==> src/rtl/wave_display.sv <==
// -----------------------------------------------------------------------------
// wave_display
//
// Purpose:
//   Renders the 256-sample waveform held in a two-page sample RAM as pixels
//   for a 1280x720 scan. Scan coordinates are turned into RAM read addresses.
//   A connected trace is drawn by lighting, in each sample's two-pixel-wide
//   column, the vertical span between the previous and the current sample.
//   The colour of each pixel appears exactly two cycles after its coordinates.
//
//   The wave window is 256 <= x <= 767, y <= 511. Each sample covers two
//   pixel columns and each display row covers two scan lines. A sample value
//   v is drawn on display row 255 - v, so larger values appear higher.
//
// Optional feature:
//   WAVE_DISPLAY_GRID_EN - when defined, in-window pixels that are not lit
//   get GRID_COLOR on the centre axis (row 128) and on a vertical tick every
//   32 samples. Without it, non-lit pixels are black and no grid logic
//   exists.
//
// Parameters:
//   LINE_COLOR  {r,g,b} of lit trace pixels
//   GRID_COLOR  {r,g,b} of grid pixels (used only with WAVE_DISPLAY_GRID_EN)
//
// Ports:
//   clk                in   system clock
//   reset              in   synchronous, active-high reset
//   x                  in   scan column, 0..1279
//   y                  in   scan row, 0..719
//   valid              in   x/y describe a visible pixel this cycle
//   read_index         in   RAM page released by the capture stage
//   read_address       out  combinational RAM address {page, sample index}
//   read_value         in   RAM data, one cycle after read_address
//   valid_pixel        out  r/g/b valid (valid delayed by two cycles)
//   r, g, b            out  pixel colour
//   wave_display_idle  out  registered (y >= 512): page swap is safe
// -----------------------------------------------------------------------------
module wave_display #(
    parameter logic [23:0] LINE_COLOR = 24'hFFFFFF,
    parameter logic [23:0] GRID_COLOR = 24'h404040
) (
    input  logic        clk,
    input  logic        reset,
    input  logic [10:0] x,
    input  logic [9:0]  y,
    input  logic        valid,
    input  logic        read_index,
    output logic [8:0]  read_address,
    input  logic [7:0]  read_value,
    output logic        valid_pixel,
    output logic [7:0]  r,
    output logic [7:0]  g,
    output logic [7:0]  b,
    output logic        wave_display_idle
);

    localparam logic [10:0] WIN_X_LO  = 11'd256;
    localparam logic [10:0] WIN_X_HI  = 11'd767;
    localparam logic [9:0]  WAVE_Y_HI = 10'd511;

    // -------------------------------------------------------------------------
    // Stage 0: address generation from the incoming scan position
    // -------------------------------------------------------------------------
    logic       in_win_s0;
    logic       below_wave_s0;   // scan is in rows 512 and up
    logic [7:0] sidx_s0;

    logic       frame_index_q, frame_index_d;

    always_comb begin
        in_win_s0     = (x >= WIN_X_LO) && (x <= WIN_X_HI) && (y <= WAVE_Y_HI);
        below_wave_s0 = (y > WAVE_Y_HI);
        // Outside the window the RAM is still read at x[8:1]. Nothing
        // downstream uses that data for colour, but it keeps the address path
        // free of extra muxing on the window edge.
        if (in_win_s0) begin
            sidx_s0 = 8'((x - WIN_X_LO) >> 1);
        end else begin
            sidx_s0 = x[8:1];
        end
    end

    assign read_address = {frame_index_q, sidx_s0};

    // The page only follows read_index while the scan is below the wave rows,
    // so a whole frame's wave region is drawn from one page.
    assign frame_index_d = below_wave_s0 ? read_index : frame_index_q;

    // -------------------------------------------------------------------------
    // Stage 0 -> 1 pipeline registers
    // -------------------------------------------------------------------------
    logic       valid_s1_q,  valid_s1_d;
    logic       in_win_s1_q, in_win_s1_d;
    logic [7:0] row_s1_q,    row_s1_d;
    logic [7:0] sidx_s1_q,   sidx_s1_d;
    logic       idle_q,      idle_d;

    always_comb begin
        valid_s1_d  = valid;
        in_win_s1_d = in_win_s0;
        row_s1_d    = y[8:1];
        sidx_s1_d   = sidx_s0;
        idle_d      = below_wave_s0;
    end

    // -------------------------------------------------------------------------
    // Optional grid: flag computed in stage 0, used in stage 1
    // -------------------------------------------------------------------------
    logic grid_hit_s1;

`ifdef WAVE_DISPLAY_GRID_EN
    logic grid_s1_q, grid_s1_d;

    // (x - 256)[5:0] equals x[5:0] because 256 has no bits below bit 8.
    assign grid_s1_d = (y[8:1] == 8'd128) || (x[5:0] == 6'd0);

    always_ff @(posedge clk) begin
        if (reset) begin
            grid_s1_q <= 1'b0;
        end else begin
            grid_s1_q <= grid_s1_d;
        end
    end

    assign grid_hit_s1 = grid_s1_q;
`else
    assign grid_hit_s1 = 1'b0;
`endif

    // -------------------------------------------------------------------------
    // Stage 1: sample history and lit decision
    // -------------------------------------------------------------------------
    logic [7:0]  cur_q,       cur_d;        // read_value seen last stage-1 cycle
    logic [7:0]  prev_reg_q,  prev_reg_d;   // value of the previous sample
    logic [7:0]  last_sidx_q, last_sidx_d;  // sample index seen last stage-1 cycle

    logic        idx_changed_s1;
    logic [7:0]  prev_s1;
    logic [7:0]  span_hi_val, span_lo_val;
    logic [7:0]  span_top, span_bot;
    logic        lit_s1;
    logic        draw_s1;

    logic [23:0] rgb_q,         rgb_d;
    logic        valid_pixel_q, valid_pixel_d;

    // NOTE: every signal in a combinational block is given a value on every
    // path (defaults first), otherwise synthesis infers a latch.
    always_comb begin
        cur_d       = read_value;
        last_sidx_d = sidx_s1_q;

        // On the first pixel of a new sample the old "current" value becomes
        // the previous one. It is forwarded straight into this cycle's span so
        // that no pixel of the new sample sees a stale prev.
        idx_changed_s1 = (sidx_s1_q != last_sidx_q);
        prev_reg_d     = idx_changed_s1 ? cur_q : prev_reg_q;

        // Sample 0 starts a fresh trace: no line back to the previous row.
        if (sidx_s1_q == 8'd0) begin
            prev_s1 = read_value;
        end else begin
            prev_s1 = prev_reg_d;
        end

        if (prev_s1 > read_value) begin
            span_hi_val = prev_s1;
            span_lo_val = read_value;
        end else begin
            span_hi_val = read_value;
            span_lo_val = prev_s1;
        end

        // 255 - v on 8 bits never underflows.
        span_top = 8'd255 - span_hi_val;
        span_bot = 8'd255 - span_lo_val;

        draw_s1 = valid_s1_q && in_win_s1_q;
        lit_s1  = draw_s1 && (row_s1_q >= span_top) && (row_s1_q <= span_bot);

        valid_pixel_d = valid_s1_q;
        rgb_d         = 24'h000000;
        if (lit_s1) begin
            rgb_d = LINE_COLOR;
        end else if (draw_s1 && grid_hit_s1) begin
            rgb_d = GRID_COLOR;
        end
    end

    // -------------------------------------------------------------------------
    // State registers
    // -------------------------------------------------------------------------
    // NOTE: sequential state uses non-blocking assignments so every register
    // samples the pre-edge values, independent of statement order.
    always_ff @(posedge clk) begin
        if (reset) begin
            frame_index_q <= 1'b0;
            valid_s1_q    <= 1'b0;
            in_win_s1_q   <= 1'b0;
            row_s1_q      <= 8'd0;
            sidx_s1_q     <= 8'd0;
            idle_q        <= 1'b0;
            cur_q         <= 8'd0;
            prev_reg_q    <= 8'd0;
            last_sidx_q   <= 8'd0;
            rgb_q         <= 24'h000000;
            valid_pixel_q <= 1'b0;
        end else begin
            frame_index_q <= frame_index_d;
            valid_s1_q    <= valid_s1_d;
            in_win_s1_q   <= in_win_s1_d;
            row_s1_q      <= row_s1_d;
            sidx_s1_q     <= sidx_s1_d;
            idle_q        <= idle_d;
            cur_q         <= cur_d;
            prev_reg_q    <= prev_reg_d;
            last_sidx_q   <= last_sidx_d;
            rgb_q         <= rgb_d;
            valid_pixel_q <= valid_pixel_d;
        end
    end

    // -------------------------------------------------------------------------
    // Outputs
    // -------------------------------------------------------------------------
    assign valid_pixel       = valid_pixel_q;
    assign r                 = rgb_q[23:16];
    assign g                 = rgb_q[15:8];
    assign b                 = rgb_q[7:0];
    assign wave_display_idle = idle_q;

endmodule

==> config.mk <==
export PLATFORM = sky130hd
export DESIGN_NAME = wave_display
export DESIGN_NICKNAME = d
export VERILOG_FILES = /design/src/rtl/wave_display.sv
export SDC_FILE = /design/constraint.sdc
export NUM_CORES = 1
export LEC_CHECK = 0
export CAP_MARGIN = 40
export CORE_MARGIN = 4
export CORE_UTILIZATION = 32
export DETAILED_ROUTE_END_ITERATION = 16
export HOLD_SLACK_MARGIN = 0.15
export SLEW_MARGIN = 20
export SYNTH_ARGS = -nofsm -noshare
export SYNTH_HDL_FRONTEND = slang
export SYNTH_SLANG_ARGS = --single-unit
export TNS_END_PERCENT = 1
==> constraint.sdc <==
create_clock -name clk -period 11.56 [get_ports clk]
set_input_delay 2.312 -clock clk [delete_from_list [all_inputs] [get_ports clk]]
set_output_delay 2.312 -clock clk [all_outputs]
set_load 0.01 [all_outputs]
# ---- Yosys cells after proc, flatten, opt, wreduce, memory -nomap -nowiden
# Index checks and enable logic that the tools add are counted.
dict set report totals {
  reg_bits 69
  in_bits 33
  output_inout_bits 35
  wordCells 34
}
dict set report op_classes {
  add_sub_neg 3
  order_cmp 7
  eq_ne 1
  n_mux 6
  n_reduce_logical 6
}
# cell n
set op_table {}
lappend op_table {{$mux 8} 5}
lappend op_table {{$mux 24} 1}
lappend op_table {{$sub 8x8->8 const A} 2}
lappend op_table {{$ge 11x9->1 const B} 1}
lappend op_table {{$le 11x10->1 const B} 1}
lappend op_table {{$gt 10x9->1 const B} 1}
lappend op_table {{$le 10x9->1 const B} 1}
lappend op_table {{$sub 9x9->9 const B} 1}
lappend op_table {{$ge 8x8->1} 1}
lappend op_table {{$gt 8x8->1} 1}
lappend op_table {{$le 8x8->1} 1}
lappend op_table {{$logic_not 8->1} 1}
lappend op_table {{$ne 8x8->1} 1}
lappend op_table {{$logic_and 1x1->1} 5}

# ---- Depth between registers and ports, before layout
# Gate-level depths: netlist (run 1).
dict set report depth {
  depth_word 10
  ltp_mapped 17
  mapped_depth_nobuf 17
}

# ---- Worst setup path before layout (run 1)
# OpenSTA, ideal clock, no wires.
dict set report synth_path {
  path_kind {input -> output}
  from {input y[9]}
  to {output read_address[7]}
  t_arrival_ns 2.769
  required_time_ns 9.248
  slack_ns 6.479
  path_stages 2
  path_buffers 0
  cell_sequence {nor2_1 > mux2_2}
}
dict set report synth_via {
  elab_chain_len 3
}
# element line_no
set synth_rtl {}
lappend synth_rtl {{start: declaration} 45} ;# input logic [9:0] y,
lappend synth_rtl {{$le 10x9->1} 71} ;# in_win_s0 = (x >= WIN_X_LO) && (x <= WIN_X_HI) && (y <= WAVE_Y_HI);
lappend synth_rtl {{$logic_and 1x1->1} 71}
lappend synth_rtl {{$mux 8} 76} ;# if (in_win_s0) begin
lappend synth_rtl {{end: declaration} 48} ;# output logic [8:0] read_address,
# No other way between the ends.

# ---- Final worst setup path (run 1)
# Ends and elaborated chain as after synthesis.

==> impl_metrics.ini, run 1 <==
[power_and_ir_drop]
p_sw_share_pct = 24.8
p_clk_share_pct = 32.8
internal_power_uw = 274
power_switching_uw = 90.5
p_comb_share_pct = 20.7
power_leakage_nw = 1.35
power_uw = 364
peakVddDrop_uv = 62.3
p_seq_share_pct = 46.6
powerDensity_nw_per_um2 = 117

[sta]
setup_slack_ns = 5.50
period_needed_ns = 6.06
slew_violations = 0
fmax_mhz = 165
fin_crit_sh_pct = 52.5
holdWs_ns = 0.471
setup-tns-final_ns = 0
skew_ns = 0.00669
rsz0062_at_grt = no
relSlewSlack_pct = 59.6
hold_violations = 0
max_slew.worst_pin.slew_ns = 0.606
setup_viol = 0

[grt]
grtUsageTotal_pct = 10.0
grt_start_max_net_pins = 46
grt_pass1_wl_um = 7250
antenna_found_initial = 0
grt-ovfl-total = 0
grt_pass1_vias = 1566

[synth]
yosys.area_share.simple_pct = 15.4
yosysSeqAreaShare_pct = 37.2
ys_ff_latch = 46
synthTopCellsByCount = dfxtp_1, nor2b_1, buf_4
synth_top_area_share_pct = 37.2
synth.area.mux_share_pct = 15.6
yosys.area.top_type = dfxtp_1
synthFlopType = dfxtp_1
syn_inst = 245
synthesis.area_um2 = 2480
synthAdderAreaFrac_pct = 12.1
avgSynthCellArea_um2 = 10.1
synthTopCellsByArea = dfxtp_1, mux2_2, ha_1
synth_top_family_by_area = multiplexers
yosysUniqueCellTypes = 27
synth_compound_area_share_pct = 4.95
synth_most_common_cell = dfxtp_1
syn-num-nets = 302
synth-xor-area-share_pct = 3.18
ys.warnings.count = 0
async_flop_share_pct = 0
synth_edf_count = 0

[critical_path]
path_cells = clkdlybuf4s50_1, nor2_1, mux2_2, clkdlybuf4s50_1
critPathArrivalTime_ns = 3.75
startpoint = y[9]
path_delay_family = buffers and inverters
reg2regPathDepth = 17
cp-end-kind = output port
crit_buf_inv = 2
crit_top_cell = clkdlybuf4s50_1
cp_max_fo = 4
r2r_start = last_sidx_d[6]$_SDFF_PP0_
crit_type = input port to output port
cp.depth = 4
cp_slowest_cell = clkdlybuf4s50_1
crit_path_max_incr_delay_ns = 0.48
start_kind = input port
cp.required_ns = 9.25

[placed_design]
io_buffers = 65
finalWeightedCongestion = 0.764
place_hpwl_um = 3400
placed_cells = 374
place_ws_ns = 5.49
dpl-instance-area_um2 = 3010

[detailed_routing]
vias = 1658
ant_nets = 0
vias_per_cell = 4.34
drt-initial-drc-count = 45
wl_per_cell_um = 11.2
totalWireLength_um = 4290
first_pass_iters = 4
drc_errors = 0

[final_layout]
finish.utilization_pct = 42.1
syn2layout_area_growth_pct = 25.9
final_area_um2 = 3120
n_fill_cell = 741
drive_above_1_share_pct = 14.1
fin_cells = 382
nets = 339
diodes = 0

[floorplanning]
dieArea_um2 = 9220
io_pins = 68
fp.dieW_um = 96.0
initial_core_util_pct = 33.5
die_height_um = 96.0
rows = 31
core-area_um2 = 7410

[clocking]
hold_buffers = 0
cts-root-buf = clkbuf_8
cts.sinks = 46
postCtsSetupBuffers = 0
clk_pin_slew_ns = 0.08
cts_resized = 0
htreeDepth = 2
cts.path.max_buffers = 2
cts_tree = done
clk_latency_ns = 0.29
numCtsBuffers = 5

[min_path]
hold_class = register to register
holdPathStages = 1
min_from = valid_pixel_d$_SDFF_PP0_

[run_status]
outcome = completed

[job]
drv_cap = 0
==> cell type report <==
| class | count | area (um2) | area share [%] |
|---|---|---|---|
| clock inverter | 3 | 43.8 | 1.40 |
| sequential | 46 | 921 | 29.5 |
| clock buffer | 5 | 68.8 | 2.20 |
| inverter | 9 | 33.8 | 1.08 |
| timing repair buffer | 66 | 658 | 21.1 |
| tap | 99 | 124 | 3.97 |
| multi-input combinational | 154 | 1270 | 40.8 |
==> flip-flops by register name (all words and copies together), names as in the netlist <==
register / count
rgb_q: 1
last_sidx_d: 8
frame_index_q: 1
valid_pixel: 1
row_s1_q: 8
valid_pixel_d: 1
cur_q: 8
in_win_s1_q: 1
prev_reg_q: 8
last_sidx_q: 8
wave_display_idle: 1
==> routing by layer <==
layer / wire length (um) / part of all wire [%] / global-route usage (%) / vias up
li1: - / - / - / 877
met1: 2090 / 49 / 13.2 / 730
met2: 1890 / 44 / 15.9 / 47
met3: 262 / 6.1 / 2.50 / 4
met4: 55 / 1.3 / 3.20 / 0
met5: 0 / 0 / 0 / -
==> cell usage in the layout (no fill, tap or decap) <==
master,n
ha_1,24
inv_1,9
a211oi_1,1
nor2_1,12
buf_4,1
bufinv_16,1
nand3_1,1
a21oi_1,5
dfxtp_1,46
nand2_1,4
nand2b_1,1
clkdlybuf4s50_1,65
a21boi_2,1
nand4_1,6
o211ai_1,2
nor2b_1,38
nor4_1,5
mux2_2,30
xor2_1,8
o31a_1,1
a21o_1,3
xnor2_1,1
nor3_1,1
o21a_1,1
a211o_1,1
o21ai_0,2
inv_6,1
clkinv_2,1
a31oi_1,1
clkbuf_8,5
mux2i_1,5
==> worst paths after layout <==
kind / end / slack (ns)
worst max-delay path: read_address[7] / 5.50
worst min register to register: valid_pixel$_SDFF_PP0_ / 0.47
worst max register to register: rgb_q[22]$_SDFF_PP0_ / 7.05
worst min-delay path: valid_pixel$_SDFF_PP0_ / 0.47
==> power by group through the flow <==
stage | logic [mW] | clock network (mW) | registers, mW
finish | 0.0753 | 0.119 | 0.170
floorplan | 0.0526 | 0 | 0.173
CTS | 0.0764 | 0.124 | 0.170
global route | 0.0859 | 0.131 | 0.171
global placement | 0.0748 | 0 | 0.173
detailed placement | 0.0762 | 0 | 0.174
==> logic make-up after synthesis <==
kind of cell,after synthesis
buf+inv,45
fa+ha+maj,24
flops,46
xor+xnor,9
mux,35
compound gates,18
simple gates,68
==> worst register-to-register path: stages (launching register included) <==
cell,delay (ns)
dfxtp_1,0.34
xor2_1,0.14
nor4_1,0.28
nand2_1,0.29
mux2_2,0.40
mux2_2,0.27
ha_1,0.29
a211o_1,0.26
o211ai_1,0.11
nand4_1,0.17
a21boi_2,0.41
mux2_2,0.40
ha_1,0.28
nor2b_1,0.13
o21a_1,0.15
o21ai_0,0.14
a21oi_1,0.08
nor3_1,0.25
Power figures use the tool's default switching activity.
==> inputs of run 2 (changes only) <==
Clock period 11.56 ns to 6.1 ns, I/O delays scaled along.
==> impl_metrics.ini, run 2 (synthesis results as in run 1) <==
[critical_path]
cp_slowest_cell = a21boi_2
path_cells = xor2_1, nor4_1, nand2_1, mux2_2, mux2_2, ha_1, a211o_1, o211ai_1, nand4_1, a21boi_2, mux2_2, ha_1, nor2b_1, o21a_1, o21ai_0, a21oi_1, nor3_1
cp.required_ns = 6.29
path_delay_family = compound AO/OA/AOI/OAI gates
cp-end-kind = register
r2r-end = rgb_q[22]$_SDFF_PP0_
start_kind = register
critPathArrivalTime_ns = 4.71
reg2regPathDepth = 17
crit_path_max_incr_delay_ns = 0.41
r2r_slack_ns = 1.58
r2r_start = last_sidx_d[6]$_SDFF_PP0_
crit_buf_inv = 0
crit_type = register to register
crit_top_cell = mux2_2
cp_max_fo = 8

[floorplanning]
initial_core_util_pct = 33.5
dieArea_um2 = 9220
rows = 31
fp.dieW_um = 96.0
die_height_um = 96.0
core-area_um2 = 7410
io_pins = 68

[final_layout]
finish.utilization_pct = 42.0
syn2layout_area_growth_pct = 25.5
final_area_um2 = 3110
mostFrequentLayoutCell = clkdlybuf4s50_1
drive_above_1_share_pct = 14.1
diodes = 0
layout_common_cells = clkdlybuf4s50_1, dfxtp_1, nor2b_1
nets = 340

[clocking]
cts-root-buf = clkbuf_8
cts.sinks = 46
cts_resized = 0
clk_pin_slew_ns = 0.08
htreeDepth = 2
hold_buffers = 0
cts.path.max_buffers = 2
numCtsBuffers = 5
postCtsSetupBuffers = 0
cts_tree = done
clk_latency_ns = 0.30

[placed_design]
dpl-instance-area_um2 = 3010
io_buffers = 65
place_hpwl_um = 3540
finalWeightedCongestion = 0.793

[min_path]
holdPathEnd = valid_pixel$_SDFF_PP0_
holdPathStages = 1
min_from = valid_pixel_d$_SDFF_PP0_
hold_class = register to register

[power_and_ir_drop]
powerDensity_nw_per_um2 = 209
power_leakage_nw = 1.35
peakVddDrop_uv = 72.8

[sta]
period_needed_ns = 4.52
setup-tns-final_ns = 0
slew_violations = 0
rsz0062_at_grt = no
setup_viol = 0
relSlewSlack_pct = 58.6
fin_crit_sh_pct = 74.1
fmax_mhz = 221
skew_ns = 0.00626
hold_violations = 0
max_slew.worst_pin.slew_ns = 0.620

[grt]
grtUsageTotal_pct = 10.3
grt-ovfl-total = 0
antenna_found_initial = 0
grt_pass1_wl_um = 7310
grt_start_max_net_pins = 25
grt_pass1_vias = 1610

[detailed_routing]
vias = 1694
drc_errors = 0
drt-initial-drc-count = 53
first_pass_iters = 4
totalWireLength_um = 4480
wl_per_cell_um = 11.7
vias_per_cell = 4.42
ant_nets = 0

[run_status]
outcome = completed

[job]
drv_cap = 0
==> run 2: cell types whose count changed in the layout (fill, tap and decap cells not counted) <==
cell       change
inv_6          -1
clkinv_4       +1
bufinv_16      -1
clkbuf_1       +1
buf_8          +1
==> run 2: worst max-delay path by stage <==
| stage | startpoint | to | slack (ns) | cells past startpoint |
|---|---|---|---|---|
| 6_report | last_sidx_d[6]$_SDFF_PP0_ | rgb_q[22]$_SDFF_PP0_ | 1.58 | 17 |
| 5_1_grt | last_sidx_d[6]$_SDFF_PP0_ | rgb_q[22]$_SDFF_PP0_ | 1.30 | 17 |
| 4_1_cts | last_sidx_d[6]$_SDFF_PP0_ | rgb_q[22]$_SDFF_PP0_ | 1.52 | 17 |
| 3_5_place_dp | read_value[5] | rgb_q[22]$_SDFF_PP0_ | 1.36 | 14 |
| 3_3_place_gp | read_value[5] | rgb_q[22]$_SDFF_PP0_ | 1.31 | 14 |
| 2_1_floorplan | last_sidx_d[0]$_SDFF_PP0_ | rgb_q[22]$_SDFF_PP0_ | 2.16 | 17 |
==> run 2: worst register-to-register path, stage by stage (launching register included) <==
cell and delay [ns]:
dfxtp_1 0.33, xor2_1 0.15, nor4_1 0.29, nand2_1 0.29
mux2_2 0.40, mux2_2 0.27, ha_1 0.28, a211o_1 0.26
o211ai_1 0.11, nand4_1 0.17, a21boi_2 0.41, mux2_2 0.39
ha_1 0.28, nor2b_1 0.13, o21a_1 0.15, o21ai_0 0.15
a21oi_1 0.08, nor3_1 0.24
==> run 2: through the flow <==
| stage | cells | worst slack (ns) | hold slack, ns | power, mW |
|---|---|---|---|---|
| final | 383 | 1.58 | 0.470 | 0.649 |
| after CTS | 382 | 1.52 | 0.475 | 0.661 |
| after detailed placement | 374 | 1.36 | 0.456 | 0.474 |
| after global placement | 374 | 1.31 | 0.456 | 0.470 |
| after global routing | 383 | 1.30 | 0.500 | 0.688 |
| after floorplan | 245 | 2.16 | 0.407 | 0.427 |
==> run 2: power breakdown <==
group / switching [mW] / internal, mW
Sequential: 0.00666 / 0.315
Combinational: 0.0627 / 0.0825
Clock: 0.101 / 0.0809
Total: 0.171 / 0.478
==> run 2: routing by layer <==
| metal | GRT usage [%] | vias to the layer above | wire (um) |
|---|---|---|---|
| li1 | - | 877 | - |
| met1 | 12.9 | 758 | 2130 |
| met2 | 16.8 | 51 | 1990 |
| met3 | 2.19 | 8 | 270 |
| met4 | 4.62 | 0 | 85 |
| met5 | 0 | - | 0 |
==> run 2: cell type report <==
cell class	instances	area [um2]
clock inverters	2	13.8
well taps	99	124
flip-flops and latches	46	921
inverters	9	33.8
multi-input cells	154	1270
repair buffers	67	673
fillers	751	4300
clock buffers	6	72.6
==> inputs of run 3 (changes only) <==
Clock period 6.1 ns to 4.65 ns, I/O delays scaled along.
==> impl_metrics.ini, run 3 (synthesis results as in run 1) <==
[sta]
period_needed_ns = 4.29
setup-tns-final_ns = 0
fin_crit_sh_pct = 92.3
max_slew.worst_pin.slew_ns = 0.649
rsz0062_at_grt = no
fmax_mhz = 233
slew_violations = 0
hold_violations = 0
relSlewSlack_pct = 56.6
skew_ns = 0.0110
setup_viol = 0

[power_and_ir_drop]
p_sw_share_pct = 24.5
p_comb_share_pct = 21.2
p_clk_share_pct = 32.3
power_switching_uw = 222
peakVddDrop_uv = 127
powerDensity_nw_per_um2 = 288
internal_power_uw = 684
power_leakage_nw = 1.36
p_seq_share_pct = 46.6

[critical_path]
critPathArrivalTime_ns = 4.48
reg2regPathDepth = 18
cp_max_fo = 8
crit_type = register to register
start_kind = register
cp-end-kind = register
cp.required_ns = 4.84

[final_layout]
drive_above_1_share_pct = 15.8
nets = 340
syn2layout_area_growth_pct = 27.0
final_area_um2 = 3150
diodes = 0
layout_common_cells = clkdlybuf4s50_1, dfxtp_1, nor2b_1
mostFrequentLayoutCell = clkdlybuf4s50_1
n_fill_cell = 715

[detailed_routing]
drt-initial-drc-count = 31
wl_per_cell_um = 11.2
totalWireLength_um = 4290
vias = 1706
first_pass_iters = 2
ant_nets = 0
vias_per_cell = 4.45
drc_errors = 0

[clocking]
numCtsBuffers = 5
cts.path.max_buffers = 2
cts_tree = done
clk_pin_slew_ns = 0.08
cts.sinks = 46
clk_latency_ns = 0.29
htreeDepth = 2
cts-root-buf = clkbuf_8
postCtsSetupBuffers = 0

[floorplanning]
rows = 31
initial_core_util_pct = 33.5
io_pins = 68
fp.dieW_um = 96.0
core-area_um2 = 7410
dieArea_um2 = 9220
die_height_um = 96.0

[placed_design]
place_hpwl_um = 3490
io_buffers = 65
finalWeightedCongestion = 0.789
dpl-instance-area_um2 = 3020

[grt]
grt_pass1_vias = 1573
antenna_found_initial = 0
grtUsageTotal_pct = 9.78
grt_pass1_wl_um = 7070
grt-ovfl-total = 0
grt_start_max_net_pins = 28

[min_path]
holdPathStages = 1
hold_class = register to register

[run_status]
outcome = completed

[job]
drv_cap = 0
-- run 3: per-layer routing --
| layer | global-route usage, % | share of wire (%) | vias to the layer above |
|---|---|---|---|
| li1 | - | - | 880 |
| met1 | 12.4 | 48 | 774 |
| met2 | 16.0 | 45 | 47 |
| met3 | 2.27 | 6.0 | 5 |
| met4 | 3.55 | 1.2 | 0 |
| met5 | 0 | 0 | - |
-- run 3: through the flow --
step | worst slack, ns | std cells | util (%) | hold WS [ns] | power [mW]
global placement | 0.242 | 375 | 40.7 | 0.456 | 0.619
floorplan | 0.706 | 245 | - | 0.407 | 0.560
finish | 0.359 | 383 | 42.5 | 0.464 | 0.906
global route | 0.0384 | 383 | 42.5 | 0.499 | 0.958
CTS | 0.106 | 383 | 42.2 | 0.467 | 0.918
detailed placement | 0.137 | 375 | 40.7 | 0.454 | 0.623
-- run 3: critical path, cell delays in order, from the launching register on --
cell	delay [ns]
dfxtp_1	0.33
xor2_1	0.16
nor4_1	0.35
nand2_2	0.22
mux2_2	0.35
mux2_2	0.27
ha_1	0.29
a211o_1	0.26
o211ai_1	0.11
nand4_1	0.19
a21boi_2	0.15
buf_4	0.17
mux2_2	0.35
ha_1	0.28
nor2b_1	0.13
o21a_1	0.15
o21ai_0	0.14
a21oi_1	0.10
nor3_2	0.19
-- run 3: worst paths after layout --
check	to	from	slack, ns
setup / recovery	rgb_q[22]$_SDFF_PP0_	last_sidx_d[0]$_SDFF_PP0_	0.36
setup reg to reg	rgb_q[22]$_SDFF_PP0_	last_sidx_d[0]$_SDFF_PP0_	0.36
hold reg to reg	valid_pixel$_SDFF_PP0_	valid_pixel_d$_SDFF_PP0_	0.46
hold / removal	valid_pixel$_SDFF_PP0_	valid_pixel_d$_SDFF_PP0_	0.46
-- run 3: power by group through the flow --
stage	clock network [mW]	logic [mW]	registers, mW
2_1_floorplan	0	0.131	0.429
3_3_place_gp	0	0.188	0.431
3_5_place_dp	0	0.192	0.431
4_1_cts	0.303	0.192	0.422
5_1_grt	0.317	0.216	0.424
6_report	0.292	0.192	0.422
-- run 3: layout make-up --
cell class                 instances  area [um2]  share of cell area [%]
multi-input combinational        154        1290                    41.0
timing repair buffer              67         666                    21.1
inverter                           9        33.8                    1.07
clock buffer                       5        68.8                    2.19
sequential                        46         921                    29.3
clock inverter                     3        43.8                    1.39
tap                               99         124                    3.93
-- run 3: repair_timing --
action | in CTS | in global routing
setup endpoints to repair | 0 | 1
resized for setup | 0 | 4
hold buffers | 0 | 0
